<file path="src/rtl/arb_pkg.sv">
// Shared definitions for the round-robin burst arbiters: default sizes,
// the lock state enum and a reference round-robin pick function.
package arb_pkg;

  localparam int N_DEF = 4;
  localparam int W_DEF = 32;
  localparam int PICK_MAX = 8;

  typedef enum logic {
    ST_IDLE   = 1'b0,
    ST_LOCKED = 1'b1
  } arb_state_t;

  // Returns {found, idx}: first set bit of valid scanning ptr, ptr+1, ... with
  // wrap-around. Callers with fewer than PICK_MAX lanes zero-extend valid.
  function automatic logic [3:0] rr_pick(input logic [PICK_MAX-1:0] valid,
                                         input logic [2:0] ptr);
    logic       found;
    logic [2:0] idx;
    found = |valid;
    idx   = '0;
    for (int i = PICK_MAX - 1; i >= 0; i--) begin
      if (valid[i]) idx = i[2:0];
    end
    for (int i = PICK_MAX - 1; i >= 0; i--) begin
      if (valid[i] && (i >= int'(ptr))) idx = i[2:0];
    end
    return {found, idx};
  endfunction

endpackage

</file>
<file path="src/rtl/rr_priority_pick.sv">
// Combinational round-robin pick: lowest valid lane at or after ptr,
// otherwise lowest valid lane overall (the wrap-around half).
module rr_priority_pick #(
  parameter  int N    = 4,
  localparam int IDXW = $clog2(N)
) (
  input  logic [N-1:0]    valid,
  input  logic [IDXW-1:0] ptr,
  output logic            found,
  output logic [IDXW-1:0] idx
);

  logic [N-1:0] upper;

  // Lanes at or after ptr come first in rotated order.
  always_comb begin
    upper = '0;
    for (int i = 0; i < N; i++) begin
      upper[i] = valid[i] && (i >= int'(ptr));
    end
  end

  // The upper-half scan runs last so it overrides the wrap-around result.
  always_comb begin
    found = |valid;
    idx   = '0;
    for (int i = N - 1; i >= 0; i--) begin
      if (valid[i]) idx = i[IDXW-1:0];
    end
    for (int i = N - 1; i >= 0; i--) begin
      if (upper[i]) idx = i[IDXW-1:0];
    end
  end

endmodule

</file>
<file path="src/rtl/tl_rr_burst_arbiter.sv">
// N-to-1 pass-through channel arbiter: round-robin between requesters, with
// the grant locked from the first presented beat until its last beat is taken.
module tl_rr_burst_arbiter
  import arb_pkg::*;
#(
  parameter  int N    = N_DEF,
  parameter  int W    = W_DEF,
  localparam int IDXW = $clog2(N)
) (
  input  logic            clock,
  input  logic            reset,
  input  logic [N-1:0]    in_valid,
  output logic [N-1:0]    in_ready,
  input  logic [N*W-1:0]  in_bits,
  input  logic [N-1:0]    in_last,
  output logic            out_valid,
  input  logic            out_ready,
  output logic [W-1:0]    out_bits,
  output logic            out_last,
  output logic [N-1:0]    out_sel,
  output arb_state_t      dbg_state,
  output logic [IDXW-1:0] dbg_rr_ptr
);

  // Handshake: a beat transfers on a cycle where valid and ready are both high;
  // a requester holds valid (and its bits) until that cycle, and ready never
  // depends on anything but the downstream ready and the current grant.

  arb_state_t      state_q, state_d;
  logic [IDXW-1:0] lock_idx_q, lock_idx_d;
  logic [IDXW-1:0] rr_ptr_q, rr_ptr_d;
  logic            pick_found;
  logic [IDXW-1:0] pick_idx;
  logic            grant_found;
  logic [IDXW-1:0] grant;
  logic            fire;

  function automatic logic [IDXW-1:0] next_idx(input logic [IDXW-1:0] i);
    return (i == IDXW'(N - 1)) ? '0 : i + IDXW'(1);
  endfunction

  rr_priority_pick #(.N(N)) u_pick (
    .valid (in_valid),
    .ptr   (rr_ptr_q),
    .found (pick_found),
    .idx   (pick_idx)
  );

  always_ff @(posedge clock or posedge reset) begin
    if (reset) begin
      state_q    <= ST_IDLE;
      lock_idx_q <= '0;
      rr_ptr_q   <= '0;
    end else begin
      state_q    <= state_d;
      lock_idx_q <= lock_idx_d;
      rr_ptr_q   <= rr_ptr_d;
    end
  end

  // A presented beat locks the grant whether or not it fires, so a stall
  // cannot let another requester steal the channel.
  always_comb begin
    state_d    = state_q;
    lock_idx_d = lock_idx_q;
    rr_ptr_d   = rr_ptr_q;
    case (state_q)
      ST_IDLE: begin
        if (fire && out_last) begin
          rr_ptr_d = next_idx(grant);
        end else if (out_valid) begin
          state_d    = ST_LOCKED;
          lock_idx_d = grant;
        end
      end
      ST_LOCKED: begin
        if (fire && out_last) begin
          state_d  = ST_IDLE;
          rr_ptr_d = next_idx(lock_idx_q);
        end
      end
    endcase
  end

  // Outputs are gated by reset so they drop the instant reset rises.
  always_comb begin
    grant_found = !reset && ((state_q == ST_LOCKED) || pick_found);
    grant       = (state_q == ST_LOCKED) ? lock_idx_q : pick_idx;
    out_sel     = '0;
    in_ready    = '0;
    out_valid   = 1'b0;
    out_bits    = '0;
    out_last    = 1'b0;
    if (grant_found) begin
      out_sel[grant]  = 1'b1;
      in_ready[grant] = out_ready;
      out_valid       = in_valid[grant];
      out_bits        = in_bits[int'(grant)*W +: W];
      out_last        = in_last[grant];
    end
    fire = out_valid && out_ready;
  end

  assign dbg_state  = state_q;
  assign dbg_rr_ptr = rr_ptr_q;

endmodule

</file>
<file path="config.mk">
export PLATFORM = sky130hd
export DESIGN_NAME = tl_rr_burst_arbiter
export DESIGN_NICKNAME = d
export VERILOG_FILES = /design/src/rtl/arb_pkg.sv /design/src/rtl/rr_priority_pick.sv /design/src/rtl/tl_rr_burst_arbiter.sv
export SDC_FILE = /design/constraint.sdc
export NUM_CORES = 1
export LEC_CHECK = 0
export ABC_AREA = 1
export CAP_MARGIN = 20
export CORE_ASPECT_RATIO = 0.6
export CORE_MARGIN = 5
export CORE_UTILIZATION = 27
export CTS_CLUSTER_SIZE = 14
export DETAILED_ROUTE_END_ITERATION = 10
export GPL_ROUTABILITY_DRIVEN = 0
export PLACE_DENSITY = 0.86
export SLEW_MARGIN = 15
export SYNTH_ARGS = -nofsm -noshare
export SYNTH_HDL_FRONTEND = slang
export SYNTH_HIERARCHICAL = 1
export SYNTH_SLANG_ARGS = --single-unit
</file>
<file path="constraint.sdc">
create_clock -name clock -period 2 [get_ports clock]
set_input_delay 0.4 -clock clock [delete_from_list [all_inputs] [get_ports clock]]
set_output_delay 0.4 -clock clock [all_outputs]
set_load 0.01 [all_outputs]
</file>
== After elaboration in Yosys (flattened, before gate mapping) ==
Cells that the tools add are included.

* Register bits: 5
* Bits of input ports: 139
* Logic and storage cells: 58

* Add/subtract/negate cells: 2
* Magnitude comparators: 5
* Equality and inequality tests: 4
* Shift-type cells: 1
* Multiplexer cells: 28
* Bitwise logic cells: 3
* Reduce and logical (&&, ||, !) cells: 12

{| class="wikitable"
|+ Operators by type and width
! cell !! count
|-
| indexed part select 128 x 8 -> 32 bit || 1
|-
| two-way mux 32 bit || 1
|-
| two-way mux 2 bit || 12
|-
| two-way mux 1 bit || 8
|-
| two-way mux 4 bit || 2
|-
| logical AND 1 bit || 7
|-
| adder 2 x 1 -> 2 bit (second input constant) || 2
|-
| bitwise AND 4 bit || 1
|-
| binary-select mux 1 bit (select 2 bit) || 2
|-
| == test 2 bit (second input constant) || 2
|-
| greater-or-equal comparator 1 x 2 -> 1 bit (first input constant) || 2
|-
| one-hot mux 2 bit (2 select lines) || 1
|-
| OR reduction 4 bit || 1
|-
| < comparator 2 x 3 -> 1 bit (second input constant) || 1
|-
| AND reduction 3 bit || 1
|-
| demux 1 bit (select 2 bit) || 1
|-
| greater-or-equal comparator 2 x 1 -> 1 bit (second input constant) || 1
|-
| greater-or-equal comparator 2 bit (first input constant) || 1
|-
| inequality test 2 x 1 -> 1 bit (second input constant) || 1
|-
| inequality test 2 bit (second input constant) || 1
|-
| inverter 1 bit || 2
|-
| one-hot mux 1 bit (2 select lines) || 1
|-
| AND reduction 2 bit || 1
|-
| logical NOT 1 bit || 1
|-
| logical OR 1 bit || 1
|}

== Logic depth before layout (Yosys ltp) ==
Gate-level depths: netlist of the first run.

* Depth after elaboration: 15
* Depth in mapped cells: 15
* Mapped depth without buffers: 14

== By module ==
Netlist of the first run, hierarchy kept.

{| class="wikitable"
|+ Modules (own cells, without submodules)
! module !! times used !! cells each !! area an instance (um^2) !! seq. area each (um^2)
|-
| tl_rr_burst_arbiter || 1 || 300 || 1709.1 || 125.1
|-
| rr_priority_pick || 1 || 20 || 83.8 || 0.0
|}

== Worst setup path after synthesis of the first run ==
No wires, ideal clock.

* Path type: register to output
* Start: register rr_ptr_q[1] (netlist: dbg_rr_ptr[1])
* End: output port in_ready[3]
* Arrival time: 1794 ps
* Required time: 1600 ps
* Path slack: -194 ps
* Stages on the path, launching flop included: 12
* Path buffers: 2
* Cells stage by stage: dfrtp_1 > nand2_1 > nand2_1 > nand2_1 > a21oi_2 > nand2_4 > nand2_4 > buf_6 > buf_2 > ha_1 > inv_1 > nor3_1

* Word-level cells in the longest chain between the ends: 12
* Elaborated cells on any way between the ends: 17
* Classes of those cells: order compare (5); mux (7); bitwise (1); reduce/logical (4)

{| class="wikitable"
|+ Ends and longest elaborated chain
! element !! line !! source
|-
| from (decl) || tl_rr_burst_arbiter.sv:31 || <nowiki>logic [IDXW-1:0] rr_ptr_q, rr_ptr_d;</nowiki>
|-
| from (signal assigned) || tl_rr_burst_arbiter.sv:57 || <nowiki>rr_ptr_q <= rr_ptr_d;</nowiki>
|-
| greater-or-equal comparator 2 bit || rr_priority_pick.sv:19 || <nowiki>upper[i] = valid[i] && (i >= int'(ptr));</nowiki>
|-
| logical AND 1 bit || rr_priority_pick.sv:19 ||
|-
| two-way mux 2 bit (2 in series) || rr_priority_pick.sv:31 || <nowiki>if (upper[i]) idx = i[IDXW-1:0];</nowiki>
|-
| two-way mux 2 bit (*) || rr_priority_pick.sv:31 ||
|-
| named net pick_idx[0] || tl_rr_burst_arbiter.sv:33 || <nowiki>logic [IDXW-1:0] pick_idx;</nowiki>
|-
| two-way mux 2 bit (*) || tl_rr_burst_arbiter.sv:88 || <nowiki>grant = (state_q == ST_LOCKED) ? lock_idx_q : pick_idx;</nowiki>
|-
| named net grant[0] || tl_rr_burst_arbiter.sv:35 || <nowiki>logic [IDXW-1:0] grant;</nowiki>
|-
| < comparator 2 x 3 -> 1 bit (not written as such) / greater-or-equal comparator 2 x 1 -> 1 bit (equally long branches) || tl_rr_burst_arbiter.sv:96 || <nowiki>in_ready[grant] = out_ready;</nowiki>
|-
| logical AND 1 bit (not written as such) || tl_rr_burst_arbiter.sv:96 ||
|-
| two-way mux 1 bit (not written as such) || tl_rr_burst_arbiter.sv:96 ||
|-
| demux 1 bit (select 2 bit) (*) || tl_rr_burst_arbiter.sv:96 ||
|-
| bitwise AND 4 bit (no line) (*) || - ||
|-
| two-way mux 4 bit (*) || tl_rr_burst_arbiter.sv:94 || <nowiki>if (grant_found) begin</nowiki>
|-
| to (decl) || tl_rr_burst_arbiter.sv:13 || <nowiki>output logic [N-1:0] in_ready,</nowiki>
|}

Mark *: on every way through the listed nets, which the timed path passes. The rest lies on a longest branch.

== Worst setup path after layout of the first run ==
* Start: register rr_ptr_q[1] (netlist: dbg_rr_ptr[1])
* End: output port out_bits[0]

* Word-level cells in the longest chain between the ends: 8
* Elaborated cells on any way between the ends: 12
* Classes of those cells: order compare (3); shift (1); mux (5); reduce/logical (3)

{| class="wikitable"
|+ Ends and longest elaborated chain
! element !! line !! source
|-
| greater-or-equal comparator 2 bit || rr_priority_pick.sv:19 ||
|-
| logical AND 1 bit || rr_priority_pick.sv:19 ||
|-
| two-way mux 2 bit (2 in series) || rr_priority_pick.sv:31 ||
|-
| two-way mux 2 bit (*) || rr_priority_pick.sv:31 ||
|-
| named net pick_idx[0] || tl_rr_burst_arbiter.sv:33 ||
|-
| two-way mux 2 bit (*) || tl_rr_burst_arbiter.sv:88 ||
|-
| indexed part select 128 x 8 -> 32 bit (*) || tl_rr_burst_arbiter.sv:98 || <nowiki>out_bits = in_bits[int'(grant)*W +: W];</nowiki>
|-
| two-way mux 32 bit (*) || tl_rr_burst_arbiter.sv:94 ||
|-
| to (decl) || tl_rr_burst_arbiter.sv:18 || <nowiki>output logic [W-1:0] out_bits,</nowiki>
|}

Marked as above.

==> results of run 1 <==
worst max path at each step:
stage	start	endpoint
6_report	dbg_rr_ptr[1]	out_bits[0]
3_3_place_gp	in_valid[1]	out_bits[20]
2_1_floorplan	dbg_rr_ptr[1]	in_ready[3]
4_1_cts	dbg_rr_ptr[0]	out_bits[4]
3_5_place_dp	in_valid[1]	out_bits[18]
5_1_grt	dbg_rr_ptr[1]	out_bits[0]
worst min-delay path: stages:
cell and delay [ps]:
clkdlybuf4s50_1 390, inv_1 140, buf_4 170
metal layers:
metal	GRT usage (%)	share of wire [%]	up-vias
li1	-	-	1568
met1	28.1	40	1507
met2	40.4	48	169
met3	4.64	8.7	33
met4	9.38	3.3	0
met5	0	0	-
state kept, by name, summed over array words and instances (netlist names):
signal	count
dbg_rr_ptr	2
dbg_state	1
lock_idx_q	2
report_power, final:
part           internal (mW)  total, mW  leakage (nW)  switching (mW)
logic                   3.88       7.30          2.01            3.42
registers              0.148      0.222        0.0587          0.0735
clock network          0.137      0.193        0.0228          0.0556
timing repair:
action / CTS / global route
setup endpoints to repair: 47 / 46
hold buffers: 0 / 0
cloned: 9 / 6
gates resized for setup: 233 / 81
setup buffers: 7 / 23
pin swaps: 18 / 30
cell type report:
type	instances	area, um^2	area share [%]
multi-input cells	266	1840	38.0
clock buffers	4	45.0	0.930
inverters	23	119	2.45
repair inverters	1	8.76	0.181
flip-flops and latches	5	126	2.61
well taps	87	109	2.25
repair buffers	260	2600	53.6
synthesized netlist by cell type:
master	n
clkbuf_1	4
a21oi_2	1
nand2_4	4
nand2_2	3
nor2_4	1
o22ai_1	1
nor2_2	2
inv_4	1
a21oi_1	33
o21ai_1	32
ha_1	5
nand2_1	23
nand3_1	10
nand3_2	4
nor3_1	5
o21bai_1	34
inv_2	2
buf_2	13
nor2_1	72
o21ai_0	36
dfrtp_1	5
buf_6	9
inv_1	20
through the flow:
stage	cells	power, mW	TNS (ps)	hold WS, ps	utilization [%]
after detailed placement	601	5.15	-45360	675	62.4
after global placement	601	5.02	-43460	666	62.4
after CTS	620	6.31	-14350	560	66.2
after global routing	646	8.16	-22920	583	73.8
final	646	7.71	-18830	558	73.8
after floorplan	320	3.19	-37.3	185	-
logic make-up after synthesis:
kind of cell    count (synthesis)
fa+ha+maj                       5
simple gates                  124
flops                           5
buf+inv                        49
compound gates                137
==> results.md, run 1 <==
* Placed wire-length estimate at about 7600 um
* Violated checks: negative setup slack
* Crit path buffers/inverters at 5
* Starting Density at 27.3%
* Share of post-route cells with drive strength above 1 at 42.4%
* Max-slew violations at 0
* Area of the core at 0.00656 mm^2
* R2R depth at 16
* Tmin final at about 2500 ps
* Netlist Area Pre-Place at between 0.0015 and 0.002 mm^2
* Starting DRC count in detailed routing at ~180
* Crit path cell chain: nor2_1 -> nand2_1 -> inv_1 -> a21oi_2 -> nand2_4 -> nand2_8 -> buf_12 -> buf_8 -> buf_4 -> o21ai_0 -> o21bai_1 -> a21oi_1 -> buf_2
* Clock Pin Slew Worst Setup and Hold Paths at 40 ps
* Compound-Gate Fraction of Synth Area at a little over two fifths
* Overall Global Routing Usage at between 20% and 30%
* Vias in the first global route at 3184
* Residual DRC at 0
* Largest net degree at the start of global routing at 18
* Wire per inst at 17.6 um
* Final period utilization at 126%
* Final setup margin at -527 ps
* RR Endpoint: lock_idx_q[1]
* Yosys warns at 6
* CTS Sinks at 5
* Rows at 23
* Fillers at 487
* Crit-path max FO at 5
* Most frequent cells in the layout: clkdlybuf4s50_1 (137), nor2_1 (52), o21ai_1 (43), buf_4 (43), buf_2 (43)
* Post-detailed-route count of antenna-violating nets at 0
* Critical path's top delay family: buffers and inverters
* Cells after Synth at 320
* Sequential area share after synthesis at 6.98%
* # nets final at 704
* Arrival time of the worst setup path at 2130 ps
* Netlist cell types at 23
* Die ar. at 0.00842 mm^2
* Pwr Density at roughly 1600 mW/mm^2
* Die Span X at 115 um
* Synth-to-Final Area Change at 170%
* Worst r2r src: dbg_rr_ptr[1]
* CTS Root Cell: clkbuf_8
* Status: finished, violations left
* Die Span Y at 73.1 um
* CP max-delay cell: dfrtp_2
* Congestion Overflow GR at 0
* Pin slew with the least headroom to its limit at 353 ps
* Static leakage at 2.09 nW
* Via count at about 3300
* Worst hold path class: primary input to async pin
* Worst-Skew Late Latency at 230 ps
* Xor and xnor area share after synthesis at 0%
* Worst path depth at 13
* Simple-gate portion of the synthesized area at 31.2%
* CTS Buffer Depth at 2
* Critical Path Source Type: flip-flop
* Most common cell after layout, fill and taps aside: clkdlybuf4s50_1
* Register bit count reported by yosys at 5
* Crit-path max cell delay at 440 ps
* Synth Area in Adders at 3.49%
* Flop-to-flop setup slack at -150 ps
* IO Port Bufs at 183
* Headroom to the max-slew limit at about 76%
* Average cell area after synthesis at 5.60 um^2
* Mux cell area share after synthesis at 0%
* H-tree levels at 1
* Max-Cap Viols at 0
* FMAX at 396 MHz
* Maximum vdd ir drop at approximately 0.00095 V
* Post-synth top area cell: nor2_1
* Setup violators final at between 40 and 50
* Total CTS buffers at 3
* Antenna cells at 0
* CP Class: flip-flop to primary output
* RSZ-0062 raised after global routing: true
* Total wire length at ~11000 um
* CTS tree: built
* Yosys top cell area share at 15.1%
* Largest family of logic cells by synthesized area: compound AO/OA/AOI/OAI gates
* Area contributors post-synth: nor2_1 (15%), o21bai_1 (14%), o21ai_0 (10%)
* Global-route wire length before repair at 15700 um
* Clock skew at 2.32 ps
* Syn nets at 464
* I/O Pins at between 150 and 200
* Placement Setup Slack at -1080 ps
* Worst EP required at between 1500 and 2000 ps
* Vias per cell at 5.07
* Dpl cell area at 0.00410 mm^2
* DR pass1 iterations at 4
* CP Capture Type: primary output
* Final hold violation count at 0
* Fin area at 0.00484 mm^2
* Initial antenna violation count at 0
No activity file was read; power rests on OpenSTA's default activity.
==> inputs of run 2 (changes only) <==
--- a/config.mk
+++ b/config.mk
@@ -13,6 +13,7 @@
 export CTS_CLUSTER_SIZE = 14
 export DETAILED_ROUTE_END_ITERATION = 10
 export GPL_ROUTABILITY_DRIVEN = 0
+export MAX_ROUTING_LAYER = met4
 export PLACE_DENSITY = 0.86
 export SLEW_MARGIN = 15
 export SYNTH_ARGS = -nofsm -noshare
==> run 2 against run 1 <==
  * The flow still finishes with violations (negative setup slack)
  * Clock power about the same
  * Worst setup slack better by 53 ps
  * Sequential share of layout area up 0.098 points
  * First-iteration DRC count up 51%
  * Non-clock buffer count down 7
  * Cell area down 3.6%
  * Register-to-register slack worse by 20 ps
  * Wire length down 4.2%
  * Cell count down 1.2%
  * Fmax up 2.1%
  * Clock skew about the same
  * Worst hold slack better by 2.1 ps
==> results.md, run 2 (synthesis results as in run 1) <==
* Maximum vdd ir drop at 0.000979 V (+2.7%)
* Flop-to-flop setup slack at -170 ps (-20 ps)
* DR pass1 iterations at 4 (unchanged)
* Power share of the clock group at 2.7% (+0.2 points)
* Worst-Skew Late Latency at 220 ps (about the same)
* Wire per inst at 17.0 um (-3.0%)
* Placement Setup Slack at -1080 ps (unchanged)
* CTS Buffer Depth at 2 (unchanged)
* Clock skew at 2.02 ps (-0.306 ps)
* Crit-path max cell delay at 410 ps (-30 ps)
* Clock Pin Slew Worst Setup and Hold Paths at 40 ps (about the same)
* Vias in the first global route at 3182 (-0.063%)
* RR Endpoint: lock_idx_q[0]
* Worst EP required at 1600 ps (about the same)
* Static leakage at 2.01 nW (-3.8%)
* Area of the core at 0.00656 mm^2 (unchanged)
* CP Capture Type: primary output
* Final period utilization at 124% (-2.6 points)
* Gate power share at 94.3% (-0.3 points)
* M1 wire length at 4500 um (-0.44%)
* Crit path buffers/inverters at 4 (-1)
* Via count at 3218 (-1.8%)
* Total CTS buffers at 3 (unchanged)
* Placed Cells at 601 (unchanged)
* Die ar. at 0.00842 mm^2 (unchanged)
* CTS Root Cell: clkbuf_8
* Max-slew violations at 0 (unchanged)
* Sw frac at 46.9% (+0.89 points)
* Die Span X at 115 um (unchanged)
* Starting DRC count in detailed routing at 277 (+51%)
* Cell Int Power at 3.82 mW (-8.3%)
* Fillers at 500 (+2.7%)
* Fin Setup TNS at -18520 ps (+303 ps)
* Vias per cell at 5.04 (-0.57%)
* Largest net degree at the start of global routing at 18 (unchanged)
* Metal2 WL at 5180 um (-5.0%)
* RSZ-0062 raised after global routing: true
* Highest routed metal layer: met4
* Worst r2r src: dbg_rr_ptr[1]
* Critical Path Source Type: flip-flop
* Rows at 23 (unchanged)
* Crit path cell chain: nand2_2 -> nand2_1 -> nand2_1 -> a21oi_2 -> nand2_4 -> nand2_8 -> buf_4 -> buf_4 -> buf_6 -> o21ai_1 -> o21bai_4 -> a21oi_2 -> buf_2
* WL met3 at 886 um (-10%)
* CTS tree: built
* Hold WS at 560 ps (+2.09 ps)
* Fin area at 0.00467 mm^2 (-3.6%)
* Share of post-route cells with drive strength above 1 at 40.8% (-1.6 points)
* Critical path's top delay family: compound AO/OA/AOI/OAI gates
* H-tree levels at 1 (unchanged)
* Starting Density at 27.3% (unchanged)
* IO Port Bufs at 183 (unchanged)
* Synth-to-Final Area Change at 160%
* Violated checks: negative setup slack
* I/O Pins at 184 (unchanged)
* Non-Filler Instances at 638 (-1.2%)
* Tmin final at 2470 ps (-52.9 ps)
* CP Class: flip-flop to primary output
* Final hold violation count at 0 (unchanged)
* Residual DRC at 0 (unchanged)
* Max-Cap Viols at 0 (unchanged)
* Total wire length at 10900 um (-4.2%)
* Worst hold path class: primary input to async pin
* Global-route wire length before repair at 15700 um (about the same)
* Reg power frac at 3.1% (+0.2 points)
* Die Span Y at 73.1 um (unchanged)
* Setup violators final at 47 (unchanged)
* Initial antenna violation count at 0 (unchanged)
* Most frequent cells in the layout: clkdlybuf4s50_1 (137), nor2_1 (53), o21ai_1 (46), buf_2 (43), buf_4 (41)
* Final setup margin at -474 ps (+52.9 ps)
* Dpl cell area at 0.00410 mm^2 (unchanged)
* Placed wire-length estimate at 7570 um (unchanged)
* Overall Global Routing Usage at 23.9% (+0.74 points)
* # nets final at 696 (-1.1%)
* Pin slew with the least headroom to its limit at 354 ps (+0.381 ps)
* Post-detailed-route count of antenna-violating nets at 0 (unchanged)
* Congestion Overflow GR at 0 (unchanged)
* FMAX at 404 MHz (+2.1%)
* Footprint of the multi-input gates at 0.00180 mm^2 (-2.0%)
* Status: finished, violations left
* Headroom to the max-slew limit at 76.4% (about the same)
* Hold-fix buffers, CTS at 0 (unchanged)
* Switching Power at 3.37 mW (-5.0%)
* Most common cell after layout, fill and taps aside: clkdlybuf4s50_1
* R2R depth at 17 (+1)
* Arrival time of the worst setup path at 2070 ps (-60 ps)
* CP max-delay cell: dfrtp_2
* Pwr Density at 1540 mW/mm^2 (-3.3%)
* Crit-path max FO at 6 (+1)
* Antenna cells at 0 (unchanged)
* Register Area at 126 um^2 (unchanged)
* CTS Sinks at 5 (unchanged)
## run 2: area by class of cell
type | instances | share of cell area (%)
Inverter | 23 | 2.60
Timing Repair Buffer | 253 | 52.8
Tap cell | 87 | 2.33
Multi-Input combinational cell | 266 | 38.6
Clock buffer | 4 | 0.965
Sequential cell | 5 | 2.71
## run 2: power by group through the flow
stage               logic [mW]  clock network, mW  registers (mW)
floorplan                 2.99                  0           0.194
global placement          4.81                  0           0.208
CTS                       5.89              0.197           0.219
finish                    6.78              0.191           0.223
detailed placement        4.93                  0           0.213
global route              7.22              0.209           0.225
## run 2: routing by layer
| metal | up-vias | GRT usage (%) |
|---|---|---|
| met2 | 162 | 40.8 |
| met3 | 26 | 3.81 |
| met4 | 0 | 8.98 |
| met5 | - | - |
| li1 | 1545 | - |
| met1 | 1485 | 28.6 |
## run 2: how the worst max path moves through the flow
stage | start | end | slack [ps] | cells past startpoint
final | dbg_rr_ptr[1] | out_bits[14] | -470 | 13
after global routing | dbg_rr_ptr[1] | out_bits[9] | -560 | 13
after CTS | dbg_rr_ptr[0] | out_bits[4] | -410 | 11
after detailed placement | in_valid[1] | out_bits[18] | -1080 | 12
after global placement | in_valid[1] | out_bits[20] | -1030 | 12
after floorplan | dbg_rr_ptr[1] | in_ready[3] | -20 | 11
## run 2: worst min-delay path, cell delays in order
cell and delay, ps:
clkdlybuf4s50_1 390, inv_1 140, buf_4 170
## run 2: metrics by stage
stage	power, mW	util (%)
final	7.19	71.1
after detailed placement	5.15	62.4
after global routing	7.66	71.1
after global placement	5.02	62.4
after floorplan	3.19	-
after CTS	6.31	66.2
## run 2: repair_timing
action	CTS	global route
pin swaps	18	33
endpoints found under the setup margin	47	46
cloned	9	1
buffers inserted	7	19
gates resized for setup	233	74
==> inputs of run 3 (changes only) <==
--- a/config.mk
+++ b/config.mk
@@ -14,7 +14,7 @@
 export DETAILED_ROUTE_END_ITERATION = 10
 export GPL_ROUTABILITY_DRIVEN = 0
 export MAX_ROUTING_LAYER = met4
-export PLACE_DENSITY = 0.86
+export PLACE_DENSITY = 0.8
 export SLEW_MARGIN = 15
 export SYNTH_ARGS = -nofsm -noshare
 export SYNTH_HDL_FRONTEND = slang
==> run 3 against run 2 <==
  * The flow still finishes with violations (negative setup slack)
  * Clock power is 3% lower
  * Die area unchanged
  * Via count up 1.6%
  * Critical endpoint is now out_bits[0]
  * Largest power group unchanged
==> results.md, run 3 (synthesis results as in run 1) <==
* Fillers at 557 (+11%)
* Share of post-route cells with drive strength above 1 at 39.1% (-1.7 points)
* Synth-to-Final Area Change at 160% (about the same)
* I/O Pins at 184 (unchanged)
* Placed wire-length estimate at 7630 um (+0.85%)
* FMAX at 398 MHz (-1.6%)
* Via count at 3269 (+1.6%)
* Status: finished, violations left
* CTS Buffer Depth at 2 (unchanged)
* Max-Cap Viols at 0 (unchanged)
* Antenna cells at 0 (unchanged)
* Congestion Overflow GR at 0 (unchanged)
* Final setup margin at -514 ps (-40.2 ps)
* Max-slew violations at 0 (unchanged)
* Tmin final at 2510 ps (+40.2 ps)
* Pin slew with the least headroom to its limit at 272 ps (-81.2 ps)
* Hold WS at 514 ps (-46.4 ps)
* Rows at 23 (unchanged)
* Maximum vdd ir drop at 0.000776 V (-21%)
* Critical Path Source Type: primary input
* Crit-path max FO at 8 (+2)
* Starting DRC count in detailed routing at 174 (-37%)
* DR pass1 iterations at 4 (unchanged)
* # nets final at 697 (+0.14%)
* Hold-fix buffers, CTS at 0 (unchanged)
* Most common cell after layout, fill and taps aside: clkdlybuf4s50_1
* Violated checks: negative setup slack
* Total wire length at 11100 um (+2.3%)
* Worst EP required at 1600 ps (about the same)
* Footprint of the multi-input gates at 0.00179 mm^2 (-0.83%)
* Worst-Skew Late Latency at 220 ps (about the same)
* Final Total Pwr at 7.14 mW (-0.63%)
* Wire per inst at 17.4 um (+2.1%)
* Most frequent cells in the layout: clkdlybuf4s50_1 (137), nor2_1 (63), buf_4 (45), buf_2 (39)
* Clock skew at 1.44 ps (-0.579 ps)
* Total CTS buffers at 3 (unchanged)
* Post-detailed-route count of antenna-violating nets at 0 (unchanged)
* Static leakage at 2.02 nW (+0.27%)
* Vias per cell at 5.12 (+1.4%)
* Overall Global Routing Usage at 24.1% (+0.15 points)
* IO Port Bufs at 183 (unchanged)
* Global-route wire length before repair at 15800 um (+0.75%)
* Starting Density at 27.3% (unchanged)
* CTS Root Cell: clkbuf_8
* Area of the core at 0.00656 mm^2 (unchanged)
* CTS Sinks at 5 (unchanged)
* Pwr Density at 1530 mW/mm^2 (-0.65%)
* Final hold violation count at 0 (unchanged)
* Die Span Y at 73.1 um (unchanged)
* Arrival time of the worst setup path at 2110 ps (+40 ps)
* Clock Pin Slew Worst Setup and Hold Paths at 40 ps (about the same)
* RSZ-0062 raised after global routing: true
* Worst hold path class: primary input to async pin
* Final period utilization at 126% (+2.0 points)
* Setup violators final at 47 (unchanged)
* Initial antenna violation count at 0 (unchanged)
* CTS tree: built
* H-tree levels at 1 (unchanged)
* Largest net degree at the start of global routing at 26 (+8)
* CP Capture Type: primary output
* Die Span X at 115 um (unchanged)
* CP Class: primary input to primary output
* Vias in the first global route at 3195 (+0.41%)
* Headroom to the max-slew limit at 81.8% (+5.3 points)
* Register Area at 126 um^2 (unchanged)
* Residual DRC at 0 (unchanged)
* Die ar. at 0.00842 mm^2 (unchanged)
run 3: report_power, final:
part / total [mW] / switching (mW) / leakage [nW] / internal, mW
clock network: 0.185 / 0.0487 / 0.0228 / 0.137
registers: 0.212 / 0.0632 / 0.0587 / 0.149
logic: 6.75 / 3.26 / 1.94 / 3.49
total: 7.14 / 3.37 / 2.02 / 3.77
run 3: worst paths after layout:
kind                               start            end  slack (ps)  cells after the start
max in group asynchronous          reset  dbg_rr_ptr[1]        1370                      3
hold / removal                     reset  lock_idx_q[1]         510                      3
setup / recovery             in_valid[3]    out_bits[0]        -510                     13
setup reg to reg           dbg_rr_ptr[0]  dbg_rr_ptr[1]        -140                     16
min in group clock         dbg_rr_ptr[1]  dbg_rr_ptr[1]         670                      3
hold reg to reg            dbg_rr_ptr[1]  dbg_rr_ptr[1]         670                      3
run 3: final cells by class:
type,count,area share [%]
clock buffer,4,0.965
inverter,23,2.33
multi-input combinational,266,38.3
sequential,5,2.71
tap,87,2.33
timing repair buffer,254,53.4
run 3: critical path, cell delays in order:
cell and delay (ps):
dlygate4sd2_1 230, inv_2 50, nand2_1 80, nand2_2 90, a21oi_4 200, nand2_4 90, nand2_8 140, buf_12 140
buf_8 130, o21ai_1 70, o21bai_1 160, a21oi_1 180, buf_2 160
run 3: layer usage:
| layer | wire (um) | track usage [%] | share of wire [%] |
|---|---|---|---|
| met5 | 0 | - | 0 |
| met4 | 229 | 5.99 | 2.1 |
| met3 | 783 | 3.15 | 7.0 |
| met2 | 5390 | 41.7 | 48 |
| met1 | 4720 | 29.8 | 42 |
run 3: repair_timing:
item	4_1_cts	5_1_grt
pin swaps	15	16
hold endpoints to repair	0	0
resized for setup	219	55
buffers inserted	12	13
setup endpoints to repair	47	47
cloned	6	3
run 3: through the flow:
step / instance area [um^2] / utilization (%) / setup slack, ps / TNS [ps] / instances
after CTS: 4360 / 66.5 / -478 / -15520 / 624
final: 4670 / 71.2 / -514 / -17650 / 639
after detailed placement: 4090 / 62.3 / -1140 / -45880 / 603
after global placement: 4090 / 62.3 / -1040 / -43740 / 603
after floorplan: 1960 / - / -16.2 / -37.3 / 320
after global routing: 4670 / 71.2 / -646 / -22860 / 639
